$ cat src/rtl/cpu_pkg.sv
`default_nettype none
// ============================================================================
// Module : cpu_pkg
// Brief  : Shared types and constants for the PC update / exception stage.
// Rev    : 1.0
// ============================================================================
package cpu_pkg;

    typedef enum logic [1:0] {
        ST_RUN      = 2'd0,
        ST_VEC_REQ  = 2'd1,
        ST_VEC_WAIT = 2'd2,
        ST_VEC_LOAD = 2'd3
    } vec_state_t;

    localparam logic [1:0]  CAUSE_MISALIGN   = 2'd0;
    localparam logic [1:0]  CAUSE_OPCODE     = 2'd1;
    localparam logic [1:0]  CAUSE_OVF        = 2'd2;
    localparam logic [1:0]  CAUSE_DIV0       = 2'd3;
    localparam logic [31:0] VEC_BASE_DEFAULT = 32'd252;
    localparam int          CNT_W            = 3;

    function automatic logic [31:0] vec_entry(input logic [31:0] base, input logic [1:0] cause);
        return base + {30'b0, cause};
    endfunction

endpackage
`default_nettype wire

$ cat src/rtl/pc_update_unit_if.sv
`default_nettype none
// ============================================================================
// Module : pc_update_unit_if
// Brief  : Control/mux/memory-side bundle of the PC update stage.
// Rev    : 1.0
// ============================================================================
interface pc_update_unit_if;
    logic [31:0] pc_next;
    logic        pc_write;
    logic        pc_write_cond;
    logic        branch_ne;
    logic        alu_zero;
    logic        exc_req;
    logic [1:0]  exc_code;
    logic [7:0]  mem_rdata;
    logic [31:0] pc;
    logic [31:0] epc;
    logic [1:0]  exc_cause;
    logic        vec_rd;
    logic [31:0] vec_addr;
    logic        exc_busy;

    modport master (
        output pc_next, pc_write, pc_write_cond, branch_ne, alu_zero, exc_req, exc_code, mem_rdata,
        input  pc, epc, exc_cause, vec_rd, vec_addr, exc_busy
    );

    modport slave (
        input  pc_next, pc_write, pc_write_cond, branch_ne, alu_zero, exc_req, exc_code, mem_rdata,
        output pc, epc, exc_cause, vec_rd, vec_addr, exc_busy
    );
endinterface
`default_nettype wire

$ cat src/rtl/exc_vector_fetch.sv
`default_nettype none
// ============================================================================
// Module : exc_vector_fetch
// Brief  : Exception sequencer: issues the vector byte read, waits out the
//          memory latency and signals when the handler byte is to be loaded.
// Rev    : 1.0
// ============================================================================
module exc_vector_fetch
    import cpu_pkg::*;
#(
    parameter logic [31:0] VEC_BASE = VEC_BASE_DEFAULT,
    parameter int          MEM_LAT  = 2
) (
    input  wire logic        clk,
    input  wire logic        reset,
    input  wire logic        start,
    input  wire logic [1:0]  cause,
    output logic             vec_rd,
    output logic [31:0]      vec_addr,
    output logic             exc_busy,
    output logic             load
);

    localparam logic [CNT_W-1:0] C_CNT_INIT = CNT_W'(MEM_LAT - 1);

    vec_state_t       r_state;
    vec_state_t       w_state_nxt;
    logic [CNT_W-1:0] r_cnt;
    logic [CNT_W-1:0] w_cnt_nxt;

    always_ff @(posedge clk or negedge reset) begin
        if (!reset) begin
            r_state <= ST_RUN;
            r_cnt   <= '0;
        end else begin
            r_state <= w_state_nxt;
            r_cnt   <= w_cnt_nxt;
        end
    end

    always_comb begin
        w_state_nxt = r_state;
        w_cnt_nxt   = r_cnt;
        vec_rd      = 1'b0;
        vec_addr    = '0;
        exc_busy    = 1'b1;
        load        = 1'b0;
        case (r_state)
            ST_RUN: begin
                exc_busy = 1'b0;
                if (start) w_state_nxt = ST_VEC_REQ;
            end
            ST_VEC_REQ: begin
                vec_rd      = 1'b1;
                vec_addr    = vec_entry(VEC_BASE, cause);
                w_cnt_nxt   = C_CNT_INIT;
                // A single-cycle memory has nothing to wait for.
                w_state_nxt = (MEM_LAT == 1) ? ST_VEC_LOAD : ST_VEC_WAIT;
            end
            ST_VEC_WAIT: begin
                if (r_cnt == '0) w_state_nxt = ST_VEC_LOAD;
                else             w_cnt_nxt   = r_cnt - 1'b1;
            end
            ST_VEC_LOAD: begin
                load        = 1'b1;
                w_state_nxt = ST_RUN;
            end
            default: w_state_nxt = ST_RUN;
        endcase
    end

endmodule
`default_nettype wire

$ cat src/rtl/pc_update_unit.sv
`default_nettype none
// ============================================================================
// Module : pc_update_unit
// Brief  : PC/EPC registers with branch qualification, misaligned-target
//          detection and vectored exception entry.
// Rev    : 1.0
// ============================================================================
module pc_update_unit
    import cpu_pkg::*;
#(
    parameter logic [31:0] RESET_PC   = 32'h0000_0000,
    parameter logic [31:0] VEC_BASE   = VEC_BASE_DEFAULT,
    parameter logic [31:0] EPC_OFFSET = 32'd4,
    parameter int          MEM_LAT    = 2
) (
    input  wire logic       clk,
    input  wire logic       reset,
    pc_update_unit_if.slave bus
);

    logic [31:0] r_pc;
    logic [31:0] r_epc;
    logic [1:0]  r_cause;
    logic        w_take;
    logic        w_misalign;
    logic        w_start;
    logic        w_busy;
    logic        w_load;

    assign w_take     = bus.pc_write | (bus.pc_write_cond & (bus.alu_zero ^ bus.branch_ne));
    assign w_misalign = w_take & (bus.pc_next[1:0] != 2'b00);
    assign w_start    = ~w_busy & (bus.exc_req | w_misalign);

    always_ff @(posedge clk or negedge reset) begin
        if (!reset) begin
            r_pc    <= RESET_PC;
            r_epc   <= '0;
            r_cause <= CAUSE_MISALIGN;
        end else if (w_load) begin
            r_pc <= {24'b0, bus.mem_rdata};
        end else if (!w_busy) begin
            // EPC points back at the faulting instruction; PC was advanced at fetch.
            if (bus.exc_req) begin
                r_epc   <= r_pc - EPC_OFFSET;
                r_cause <= bus.exc_code;
            end else if (w_misalign) begin
                r_epc   <= r_pc - EPC_OFFSET;
                r_cause <= CAUSE_MISALIGN;
            end else if (w_take) begin
                r_pc <= bus.pc_next;
            end
        end
    end

    exc_vector_fetch #(
        .VEC_BASE (VEC_BASE),
        .MEM_LAT  (MEM_LAT)
    ) u_vec_fetch (
        .clk      (clk),
        .reset    (reset),
        .start    (w_start),
        .cause    (r_cause),
        .vec_rd   (bus.vec_rd),
        .vec_addr (bus.vec_addr),
        .exc_busy (w_busy),
        .load     (w_load)
    );

    assign bus.pc        = r_pc;
    assign bus.epc       = r_epc;
    assign bus.exc_cause = r_cause;
    assign bus.exc_busy  = w_busy;

endmodule
`default_nettype wire

$ cat src/flat_wrapper.sv
// flat-port wrapper written by rule: the top's interface ports become plain ports
module pc_update_unit_flat import cpu_pkg::*;
#(
    parameter logic [31:0] RESET_PC   = 32'h0000_0000,
    parameter logic [31:0] VEC_BASE   = VEC_BASE_DEFAULT,
    parameter logic [31:0] EPC_OFFSET = 32'd4,
    parameter int          MEM_LAT    = 2
)
  (clk, reset, bus_pc_next, bus_pc_write, bus_pc_write_cond, bus_branch_ne, bus_alu_zero, bus_exc_req, bus_exc_code, bus_mem_rdata, bus_pc, bus_epc, bus_exc_cause, bus_vec_rd, bus_vec_addr, bus_exc_busy);
  pc_update_unit_if bus_i ();
  input  wire logic clk;
  input  wire logic reset;
  input wire logic [$bits(bus_i.pc_next)-1:0] bus_pc_next;
  input wire logic [$bits(bus_i.pc_write)-1:0] bus_pc_write;
  input wire logic [$bits(bus_i.pc_write_cond)-1:0] bus_pc_write_cond;
  input wire logic [$bits(bus_i.branch_ne)-1:0] bus_branch_ne;
  input wire logic [$bits(bus_i.alu_zero)-1:0] bus_alu_zero;
  input wire logic [$bits(bus_i.exc_req)-1:0] bus_exc_req;
  input wire logic [$bits(bus_i.exc_code)-1:0] bus_exc_code;
  input wire logic [$bits(bus_i.mem_rdata)-1:0] bus_mem_rdata;
  output wire logic [$bits(bus_i.pc)-1:0] bus_pc;
  output wire logic [$bits(bus_i.epc)-1:0] bus_epc;
  output wire logic [$bits(bus_i.exc_cause)-1:0] bus_exc_cause;
  output wire logic [$bits(bus_i.vec_rd)-1:0] bus_vec_rd;
  output wire logic [$bits(bus_i.vec_addr)-1:0] bus_vec_addr;
  output wire logic [$bits(bus_i.exc_busy)-1:0] bus_exc_busy;
  assign bus_i.pc_next = bus_pc_next;
  assign bus_i.pc_write = bus_pc_write;
  assign bus_i.pc_write_cond = bus_pc_write_cond;
  assign bus_i.branch_ne = bus_branch_ne;
  assign bus_i.alu_zero = bus_alu_zero;
  assign bus_i.exc_req = bus_exc_req;
  assign bus_i.exc_code = bus_exc_code;
  assign bus_i.mem_rdata = bus_mem_rdata;
  assign bus_pc = bus_i.pc;
  assign bus_epc = bus_i.epc;
  assign bus_exc_cause = bus_i.exc_cause;
  assign bus_vec_rd = bus_i.vec_rd;
  assign bus_vec_addr = bus_i.vec_addr;
  assign bus_exc_busy = bus_i.exc_busy;
  pc_update_unit #(.RESET_PC(RESET_PC), .VEC_BASE(VEC_BASE), .EPC_OFFSET(EPC_OFFSET), .MEM_LAT(MEM_LAT)) u_core (.clk(clk), .reset(reset), .bus(bus_i));
endmodule
$ cat config.mk
export PLATFORM = sky130hd
export DESIGN_NAME = pc_update_unit_flat
export DESIGN_NICKNAME = d
export VERILOG_FILES = /design/src/rtl/cpu_pkg.sv /design/src/rtl/pc_update_unit_if.sv /design/src/rtl/exc_vector_fetch.sv /design/src/rtl/pc_update_unit.sv /design/src/flat_wrapper.sv
export SDC_FILE = /design/constraint.sdc
export NUM_CORES = 1
export LEC_CHECK = 0
export ABC_CLOCK_PERIOD_IN_PS = 2400
export BUFFER_PORTS_ARGS = -buffer_cell sky130_fd_sc_hd__buf_2
export CAP_MARGIN = 30
export CORE_MARGIN = 5
export CORE_UTILIZATION = 48
export DETAILED_ROUTE_END_ITERATION = 10
export GPL_TIMING_DRIVEN = 0
export PLACE_DENSITY = 0.8
export SKIP_CTS_REPAIR_TIMING = 1
export SYNTH_ARGS = -nofsm -noshare
export SYNTH_HDL_FRONTEND = slang
export SYNTH_SLANG_ARGS = --single-unit
export TNS_END_PERCENT = 1
$ cat constraint.sdc
create_clock -name clk -period 2.4 [get_ports clk]
set_input_delay 0.48 -clock clk [delete_from_list [all_inputs] [get_ports clk]]
set_output_delay 0.48 -clock clk [all_outputs]
set_load 0.02 [all_outputs]
# After elaboration in Yosys (flattened, before gate mapping)
# Cells that the tools add are included.
dict set report classes {
  add_sub_neg 3
  n_mul 0
  div 0
  order_cmp 0
  eq_ne 8
  shift 0
  n_mux 18
  n_bitwise 7
  reduce_logical 11
}
# op n
set op_table {}
lappend op_table {{$mux 32} 7}
lappend op_table {{$sub 32x3->32 const B} 1}
lappend op_table {{$reduce_bool 2->1} 5}
lappend op_table {{$add 8x2->9 const A} 1}
lappend op_table {{$mux 9} 1}
lappend op_table {{$mux 2} 4}
lappend op_table {{$ne 2x2->1 const B} 4}
lappend op_table {{$pmux 2 s4} 1}
lappend op_table {{$pmux 3 s2} 1}
lappend op_table {{$eq 2x2->1 const B} 2}
lappend op_table {{$reduce_and 2->1} 2}
lappend op_table {{$reduce_and 4->1} 1}
lappend op_table {{$and 1x1->1} 3}
lappend op_table {{$logic_not 3->1} 1}
lappend op_table {{$mux 1} 3}
lappend op_table {{$mux 3} 1}
lappend op_table {{$reduce_and 3->1} 1}
lappend op_table {{$sub 3x1->3 const B} 1}
lappend op_table {{$eq 2x1->1 const B} 1}
lappend op_table {{$logic_not 2->1} 1}
lappend op_table {{$ne 2x1->1 const B} 1}
lappend op_table {{$or 1x1->1} 2}
lappend op_table {{$not 1->1} 1}
lappend op_table {{$xor 1x1->1} 1}
dict set report totals {
  reg_bits 71
  latchBits 0
  mem_bits_rw 0
  rom_bits 0
  inputBits 49
  memories 0
}

# Logic depth before layout (Yosys ltp)
# Gate-level depths: netlist of run 1.
dict set report depth {
  ltp_word 8
  depth_mapped 8
}

# Hierarchy
# A second synthesis of run 1 with hierarchy kept.
dict set report hier_totals {
  cells_unflattened 346
  hier_area_um2 3535.9
}
# module instances cells_each area_each_um2
set modules_own_cells {}
lappend modules_own_cells {pc_update_unit 1 286 2982.9}
lappend modules_own_cells {exc_vector_fetch 1 60 553.0}

# Worst setup path before layout of run 1
# Ideal clock, no wire load.
dict set report synth_path {
  kind {register to register}
  startpoint {register u_core.r_pc[25] (netlist: u_core.bus.pc[25])}
  endpoint {register u_core.r_epc[31] (netlist: u_core.bus.epc[31])}
  setup_ns 0.119
  arrival_ns 1.982
  path_slack_ns 0.299
  stages_incl_launch_ff 6
  path_buffers 0
  period_less_slack_ns 2.101
  cell_sequence {dfrtp_1 > or4_4 > or4_4 > nor4b_4 > xnor2_1 > o21ai_2}
}
dict set report synth_via {
  elab_chain_cells 3
}
# item line_no
set synth_rtl {}
lappend synth_rtl {{start, declared} pc_update_unit.sv:21} ;# logic [31:0] r_pc;
lappend synth_rtl {{start signal, assigned} pc_update_unit.sv:40} ;# r_pc <= {24'b0, bus.mem_rdata};
lappend synth_rtl {{start signal, assigned} pc_update_unit.sv:50} ;# r_pc <= bus.pc_next;
lappend synth_rtl {{$sub 32x3->32 *} {pc_update_unit.sv:44, pc_update_unit.sv:47}}
lappend synth_rtl {{$mux 32} pc_update_unit.sv:46} ;# end else if (w_misalign) begin
lappend synth_rtl {{$mux 32 *} pc_update_unit.sv:43} ;# if (bus.exc_req) begin
lappend synth_rtl {{end signal, assigned} pc_update_unit.sv:44} ;# r_epc <= r_pc - EPC_OFFSET;
lappend synth_rtl {{end signal, assigned} pc_update_unit.sv:47} ;# r_epc <= r_pc - EPC_OFFSET;
lappend synth_rtl {{end, declared} pc_update_unit.sv:22} ;# logic [31:0] r_epc;
# Mark *: on every way between the ends. The rest lies on a longest branch, timed or not. The select of a mux whose other input is x is not followed.
# A chain may end at the register's enable or synchronous reset.

# Worst setup path in the final report of run 1
dict set report layout_path {
  startpoint {register u_core.r_pc[5] (netlist: u_core.bus.pc[5])}
  endpoint {register u_core.r_epc[24] (netlist: u_core.bus.epc[24])}
}
# Same word-level chain as after synthesis.

==> results of run 1 <==
==> Yosys cell counts, types with 2 or more instances <==
cell	number
dfrtp_1	71
nand2_1	38
buf_4	31
a22o_1	26
o21ai_0	26
xnor2_1	22
inv_1	14
nor3_1	13
nor2_1	12
nor4_1	8
or3_1	8
xor2_1	8
clkbuf_1	7
ha_1	7
o21ai_1	7
a21oi_1	5
buf_2	4
nand3_1	4
o221a_2	4
or4_4	4
mux2_2	3
a222oi_1	2
and2_1	2
nand4_1	2
nor3_2	2
==> worst min-delay path by stage <==
| stage | startpoint | to | slack [ns] | cells after the start |
|---|---|---|---|---|
| after global routing | reset | u_core.bus.epc[3] | 0.32 | 1 |
| after floorplan | reset | u_core.bus.epc[0] | 0.18 | 0 |
| final | reset | u_core.bus.epc[3] | 0.25 | 1 |
| after detailed placement | u_core.bus.epc[16] | u_core.bus.epc[16] | 0.47 | 2 |
| after CTS | reset | u_core.bus.pc[7] | 0.29 | 1 |
| after global placement | u_core.bus.epc[11] | u_core.bus.epc[11] | 0.46 | 2 |
==> sequential cells by signal (all words and copies together) (netlist names) <==
signal                      cells
u_core.bus.exc_cause            2
u_core.bus.epc                 32
u_core.u_vec_fetch.r_cnt        3
u_core.bus.pc                  32
u_core.u_vec_fetch.r_state      2
==> layer usage <==
layer / vias to the layer above / part of all wire, %
met5: - / 0.076
met4: 2 / 1.5
met3: 14 / 7.7
met2: 108 / 52
met1: 1469 / 39
li1: 1489 / -
==> final cells by class <==
cell class | instances | area [µm²] | area share (%)
flip-flops and latches | 71 | 1777 | 38.54
multi-input cells | 242 | 1579 | 34.26
repair buffers | 124 | 623.1 | 13.52
plain buffers | 44 | 296.5 | 6.433
clock buffers | 12 | 135.1 | 2.932
well taps | 99 | 123.9 | 2.687
inverters | 14 | 52.55 | 1.140
clock inverters | 4 | 22.52 | 0.4886
==> worst register-to-register path, cell delays in order (launching register included) <==
cell	delay, ns
dfrtp_1	0.47
nor3_4	0.35
nand3_1	0.22
clkbuf_1	0.30
nor4_1	0.42
xnor2_1	0.16
o21ai_0	0.10
==> stage by stage <==
step | setup TNS (ns) | instances | area [µm²] | total power [mW] | setup slack, ns
floorplan | 0 | 371 | 3699 | 4.485 | 0.2985
global placement | 0 | 594 | 4443 | 5.453 | 0.03587
detailed placement | -0.05546 | 594 | 4446 | 5.563 | -0.01464
CTS | 0 | 610 | 4603 | 6.353 | 0.1129
global route | 0 | 610 | 4609 | 6.801 | 0.01249
finish | 0 | 610 | 4609 | 6.326 | 0.2413
==> power groups by stage <==
stage	sequential [mW]	combinational (mW)	clock (mW)
after detailed placement	2.21	3.35	0
final	2.20	3.33	0.796
after floorplan	2.65	1.84	0
after CTS	2.19	3.36	0.806
after global placement	2.17	3.28	0
after global routing	2.27	3.65	0.877
==> logic make-up (layout without fill, tap and decap cells) <==
logic type	count (synthesis)	in the layout	synth area share, %
buffers and inverters	58	198	9.664
other	1	24	0.1038
AO/OA/AOI/OAI	77	77	15.03
multiplexers	3	3	0.9352
flip-flops	71	71	49.19
AND/OR/NAND/NOR	101	101	15.38
adder cells (fa/ha/maj)	7	7	2.425
XOR/XNOR	30	30	7.274
==> layout by cell type, fill, tap and decap left out, types with 2 or more instances in the layout <==
cell      count
or4_4         4
nand2_1      38
a222oi_1      2
and2_1        2
or3_1         8
a22o_1       26
clkinv_2      3
o221a_2       4
ha_1          7
mux2_2        3
clkbuf_8     10
clkbuf_1     10
xnor2_1      22
dfrtp_1      71
xor2_1        8
conb_1       24
nor4_1        8
nand3_1       4
nand4_1       2
nor3_1       13
a21oi_1       5
buf_2       127
buf_4        32
o21ai_0      26
o21ai_1       7
inv_1        14
nor2_1       12
==> impl_metrics.py, run 1 <==
metrics = {
    "layout": {
        "nets": 562,
        "antenna_cells": 0,
        "drive_gt1_share_pct": 37.96,
        "syn_to_final_growth_pct": 27.61,
        "final_util_pct": 63.21,
        "nFillCells": 655,
    },
    "clock_network": {
        "clk_pin_slew_worst_paths_ns": 0.07,
        "htreeDepth": 3,
        "clockBufferDepth": 2,
        "cts_buffers": 9,
        "clock_latency_ns": 0.33,
        "cts.sinks": 71,
        "cts_root_buffer": "clkbuf_8",
        "cts_tree": "built",
    },
    "detailed_routing": {
        "vias": 3082,
        "drc": 0,
        "wl_per_cell_um": 15.05,
        "routed_wl_um": 9182,
        "firstDrtPassIters": 4,
        "drt_first_iter_violations": 101,
        "vias_per_cell": 5.052,
        "drt.antenna.violating_nets": 0,
    },
    "global_routing": {
        "grt_pass1_vias": 3132,
        "grt_usage_pct": 20.36,
        "grt.overflow.total": 0,
        "grt_pass1_wl_um": 15700,
        "gr-usage-met1_pct": 24.19,
        "grtUsageMet3_pct": 5.324,
        "antenna_found_initial": 1,
        "grt_max_degree": 72,
        "grtUsageMet2_pct": 35.30,
        "grt.busiest_layer": "met2",
    },
    "floorplan": {
        "die_w_um": 96.75,
        "die_h_um": 96.75,
        "rows": 31,
        "die_area_um2": 9361,
        "io_pins": 149,
        "core_um2": 7292,
        "start_util_pct": 49.54,
    },
    "synth": {
        "synth_top_area_share_pct": 49.19,
        "synth-seq-cells": 71,
        "syn_inst": 348,
        "syn_area_um2": 3612,
        "synth_seq_area_share_pct": 49.19,
        "ys_warn_count": 0,
        "synthFlopType": "dfrtp_1",
        "ys_async_sr_fraction_pct": 100.0,
        "synth_area_leaders": "dfrtp_1 (49%), buf_4 (6.4%), a22o_1 (6.3%)",
        "syn_avg_cell_area_um2": 10.38,
        "synthDistinctLibCells": 43,
        "synth_edf_count": 0,
        "synth_area_leader_cell": "dfrtp_1",
    },
    "pwr": {
        "peakVddDrop_mv": 0.7508,
        "p_int_mw": 3.396,
        "leakage_nw": 2.376,
        "sequentialPowerShare_pct": 34.8,
        "switching_share_pct": 46.32,
        "p_per_area_nw_per_um2": 1372,
        "p_switching_mw": 2.930,
        "pwr-share-comb_pct": 52.7,
        "clock_power_share_pct": 12.6,
    },
    "worst_setup_path": {
        "cp-end-kind": "register",
        "r2r_end": "u_core.bus.epc[24]",
        "worstPathRequired_ns": 2.59,
        "timing.critical_path.from": "u_core.bus.pc[5]",
        "crit_path_end": "u_core.bus.epc[24]",
        "start_kind": "register",
        "reg2reg_depth": 6,
        "crit_family": "simple AND/OR/NAND/NOR gates",
        "arrival_ns": 2.35,
        "max_stage_delay_ns": 0.47,
        "path_depth": 6,
        "r2r-start": "u_core.bus.pc[5]",
        "path_class": "reg2reg",
        "critical-path-slowest-cell": "dfrtp_1",
        "path_max_fanout": 10,
        "regToRegSetupSlack_ns": 0.24,
        "path_cells": "nor3_4, nand3_1, clkbuf_1, nor4_1, xnor2_1, o21ai_0",
        "critPathBufInv": 1,
    },
    "run": {
        "cap_viol_max_count": 0,
    },
    "timing": {
        "maxSlewHeadroom_pct": 41.43,
        "maxSlewViolCount": 0,
        "hold_slack_ns": 0.2533,
        "fmax_mhz": 463.2,
        "post-route-period-util_pct": 89.94,
        "clock_skew_ns": 0.005528,
        "setup_viol": 0,
        "finalHoldViolCount": 0,
        "rsz0062_at_grt": "false",
        "tightestPinTransition_ns": 0.8786,
        "period_needed_ns": 2.159,
    },
    "placed_design": {
        "dp_hpwl_um": 7217,
        "place_congestion": 0.8263,
        "port_buffers": 124,
    },
    "outcome": {
        "status": "complete, no violations",
    },
    "min_path": {
        "hp-class": "in2async",
    },
}
(Power assumes the default switching activity.)
==> run 2, diff against run 1 <==
--- a/config.mk
+++ b/config.mk
@@ -5,14 +5,15 @@
 export SDC_FILE = /design/constraint.sdc
 export NUM_CORES = 1
 export LEC_CHECK = 0
+export ABC_AREA = 1
 export ABC_CLOCK_PERIOD_IN_PS = 2400
 export BUFFER_PORTS_ARGS = -buffer_cell sky130_fd_sc_hd__buf_2
 export CAP_MARGIN = 30
 export CORE_MARGIN = 5
-export CORE_UTILIZATION = 48
+export CORE_UTILIZATION = 50
 export DETAILED_ROUTE_END_ITERATION = 10
 export GPL_TIMING_DRIVEN = 0
-export PLACE_DENSITY = 0.8
+export PLACE_DENSITY = 0.81
 export SKIP_CTS_REPAIR_TIMING = 1
 export SYNTH_ARGS = -nofsm -noshare
 export SYNTH_HDL_FRONTEND = slang
==> impl_metrics.py, run 2 <==
metrics = {
    "synth": {
        "syn_area_um2": 4043,
        "synthDistinctLibCells": 28,
        "synth_most_common_cell": "nand2_1",
        "synth_area_leaders": "dfrtp_1 (44%), nand2_1 (19%), buf_4 (6.1%)",
        "synth_edf_count": 0,
        "synth_seq_area_share_pct": 43.95,
        "ys_top_cells_by_count": "nand2_1 (202), dfrtp_1 (71), nor2_1 (53), inv_1 (35), buf_4 (33)",
        "syn_avg_cell_area_um2": 7.500,
        "synth-seq-cells": 71,
        "synthFlopType": "dfrtp_1",
        "synth_area_leader_cell": "dfrtp_1",
        "syn_inst": 539,
        "synth_top_area_share_pct": 43.95,
        "ys_warn_count": 0,
        "ys_async_sr_fraction_pct": 100.0,
    },
    "global_routing": {
        "grt_usage_pct": 22.80,
        "grt_max_degree": 72,
        "antenna_found_initial": 0,
        "grt_pass1_vias": 3763,
        "grt.overflow.total": 0,
        "grt_pass1_wl_um": 18350,
    },
    "clock_network": {
        "cts_tree": "built",
        "cts.sinks": 71,
        "clockBufferDepth": 2,
        "cts_root_buffer": "clkbuf_8",
        "clock_latency_ns": 0.35,
        "clk_pin_slew_worst_paths_ns": 0.08,
        "htreeDepth": 3,
        "cts_buffers": 9,
    },
    "timing": {
        "tightestPinTransition_ns": 0.8598,
        "setup_viol": 0,
        "finalHoldViolCount": 0,
        "post-route-period-util_pct": 86.16,
        "maxSlewHeadroom_pct": 42.68,
        "clock_skew_ns": 0.01240,
        "rsz0062_at_grt": "false",
        "setup_tns_ns": 0,
        "maxSlewViolCount": 0,
        "period_needed_ns": 2.068,
        "fmax_mhz": 483.6,
    },
    "layout": {
        "nets": 753,
        "antenna_cells": 0,
        "syn_to_final_growth_pct": 25.84,
        "drive_gt1_share_pct": 26.92,
        "final_common_cell": "nand2_1",
        "final_cell_mix": "nand2_1 (202), buf_2 (125), dfrtp_1 (71)",
    },
    "detailed_routing": {
        "firstDrtPassIters": 5,
        "vias_per_cell": 4.900,
        "vias": 3940,
        "wl_met3_um": 736,
        "routed_wl_um": 10970,
        "routed-wl-met2_um": 5250,
        "drt.antenna.violating_nets": 0,
        "top_layer": "met4",
        "wl_per_cell_um": 13.65,
        "drt_first_iter_violations": 210,
        "wl_met1_um": 4779,
        "drc": 0,
    },
    "pwr": {
        "clock_power_share_pct": 14.4,
        "p_per_area_nw_per_um2": 1343,
        "power.total_mw": 6.833,
        "p_switching_mw": 3.428,
        "pwr-share-comb_pct": 55.2,
        "sequentialPowerShare_pct": 30.3,
        "leakage_nw": 3.015,
        "peakVddDrop_mv": 0.7658,
        "p_int_mw": 3.405,
        "switching_share_pct": 50.17,
    },
    "worst_setup_path": {
        "regToRegSetupSlack_ns": 0.64,
        "start_kind": "register",
        "path_class": "reg2out",
        "path_max_fanout": 10,
        "arrival_ns": 1.59,
        "cp-end-kind": "primary output",
        "worstPathRequired_ns": 1.92,
    },
    "floorplan": {
        "start_util_pct": 51.78,
        "rows": 32,
        "die_w_um": 99.92,
        "core_um2": 7807,
        "io_pins": 149,
        "die_area_um2": 9984,
        "die_h_um": 99.92,
    },
    "min_path": {
        "hp-class": "in2async",
    },
    "placed_design": {
        "dp_hpwl_um": 8910,
        "port_buffers": 124,
        "place_congestion": 0.8758,
    },
    "run": {
        "cap_viol_max_count": 0,
    },
    "outcome": {
        "status": "complete, no violations",
    },
}
## run 2: cell count changes after synthesis, sizes merged, moves of 15 or more
cell and change:
xnor2 -16, nor2 +45, nand3 +28, nor3 -15, inv +23, a22o -27, nand4 +27, nand2 +166
## run 2: metrics by stage
step           worst slack (ns)  std cells  hold slack, ns  cell area, µm²  utilization [%]
2_1_floorplan            0.8174        562          0.1844            4129                -
3_3_place_gp             0.5507        788          0.4609            4877            62.47
3_5_place_dp             0.6031        788          0.4606            4880            62.50
4_1_cts                  0.3317        804          0.2726            5087            65.16
5_1_grt                  0.2574        804          0.3292            5087            65.16
6_report                 0.3322        804          0.2219            5087            65.16
## run 2: area by class of cell
type / count / area (µm²)
fill: 741 / 2720
multi-input combinational: 405 / 1881
sequential: 71 / 1777
timing repair buffer: 124 / 623.1
buffer: 48 / 329.1
clock buffer: 11 / 151.4
inverter: 38 / 142.6
tap: 102 / 127.6
clock inverter: 5 / 56.30
## run 2: path summary, 6_finish.rpt
kind,start,endpoint,depth (start not counted)
max in group asynchronous,reset,u_core.bus.epc[27],1
max,u_core.u_vec_fetch.r_state[1],bus_vec_addr[2],4
max reg2reg,u_core.u_vec_fetch.r_state[1],u_core.bus.epc[21],9
min in group clk,bus_pc_next[24],u_core.bus.pc[24],3
min,reset,u_core.u_vec_fetch.r_cnt[1],1
min reg2reg,u_core.bus.epc[0],u_core.bus.epc[0],2
## run 2: logic make-up after synthesis
group / Yosys count / synth area share [%]
simple gates: 324 / 33.86
buf+inv: 86 / 11.67
xor+xnor: 16 / 3.466
flops: 71 / 43.95
compound gates: 34 / 4.797
fa+ha+maj: 7 / 2.166
other cells: 1 / 0.09276
## run 2: power groups by stage
stage                     Clock, mW  Sequential, mW  Combinational, mW
after floorplan                   0            2.48               2.19
after global placement            0            2.06               3.69
after detailed placement          0            2.08               3.77
after CTS                     0.994            2.06               3.79
after global routing           1.05            2.14               4.21
final                         0.985            2.07               3.77
## run 2: per-layer routing
| metal | vias up | GRT usage [%] |
|---|---|---|
| li1 | 1983 | - |
| met1 | 1800 | 31.23 |
| met2 | 140 | 36.89 |
| met3 | 17 | 3.058 |
| met4 | 0 | 8.613 |
| met5 | - | 0 |
## run 2: worst max-delay path, cell delays in order (launching register included)
cell	delay, ns
dfrtp_1	0.43
inv_1	0.11
ha_1	0.37
buf_4	0.17
buf_2	0.15
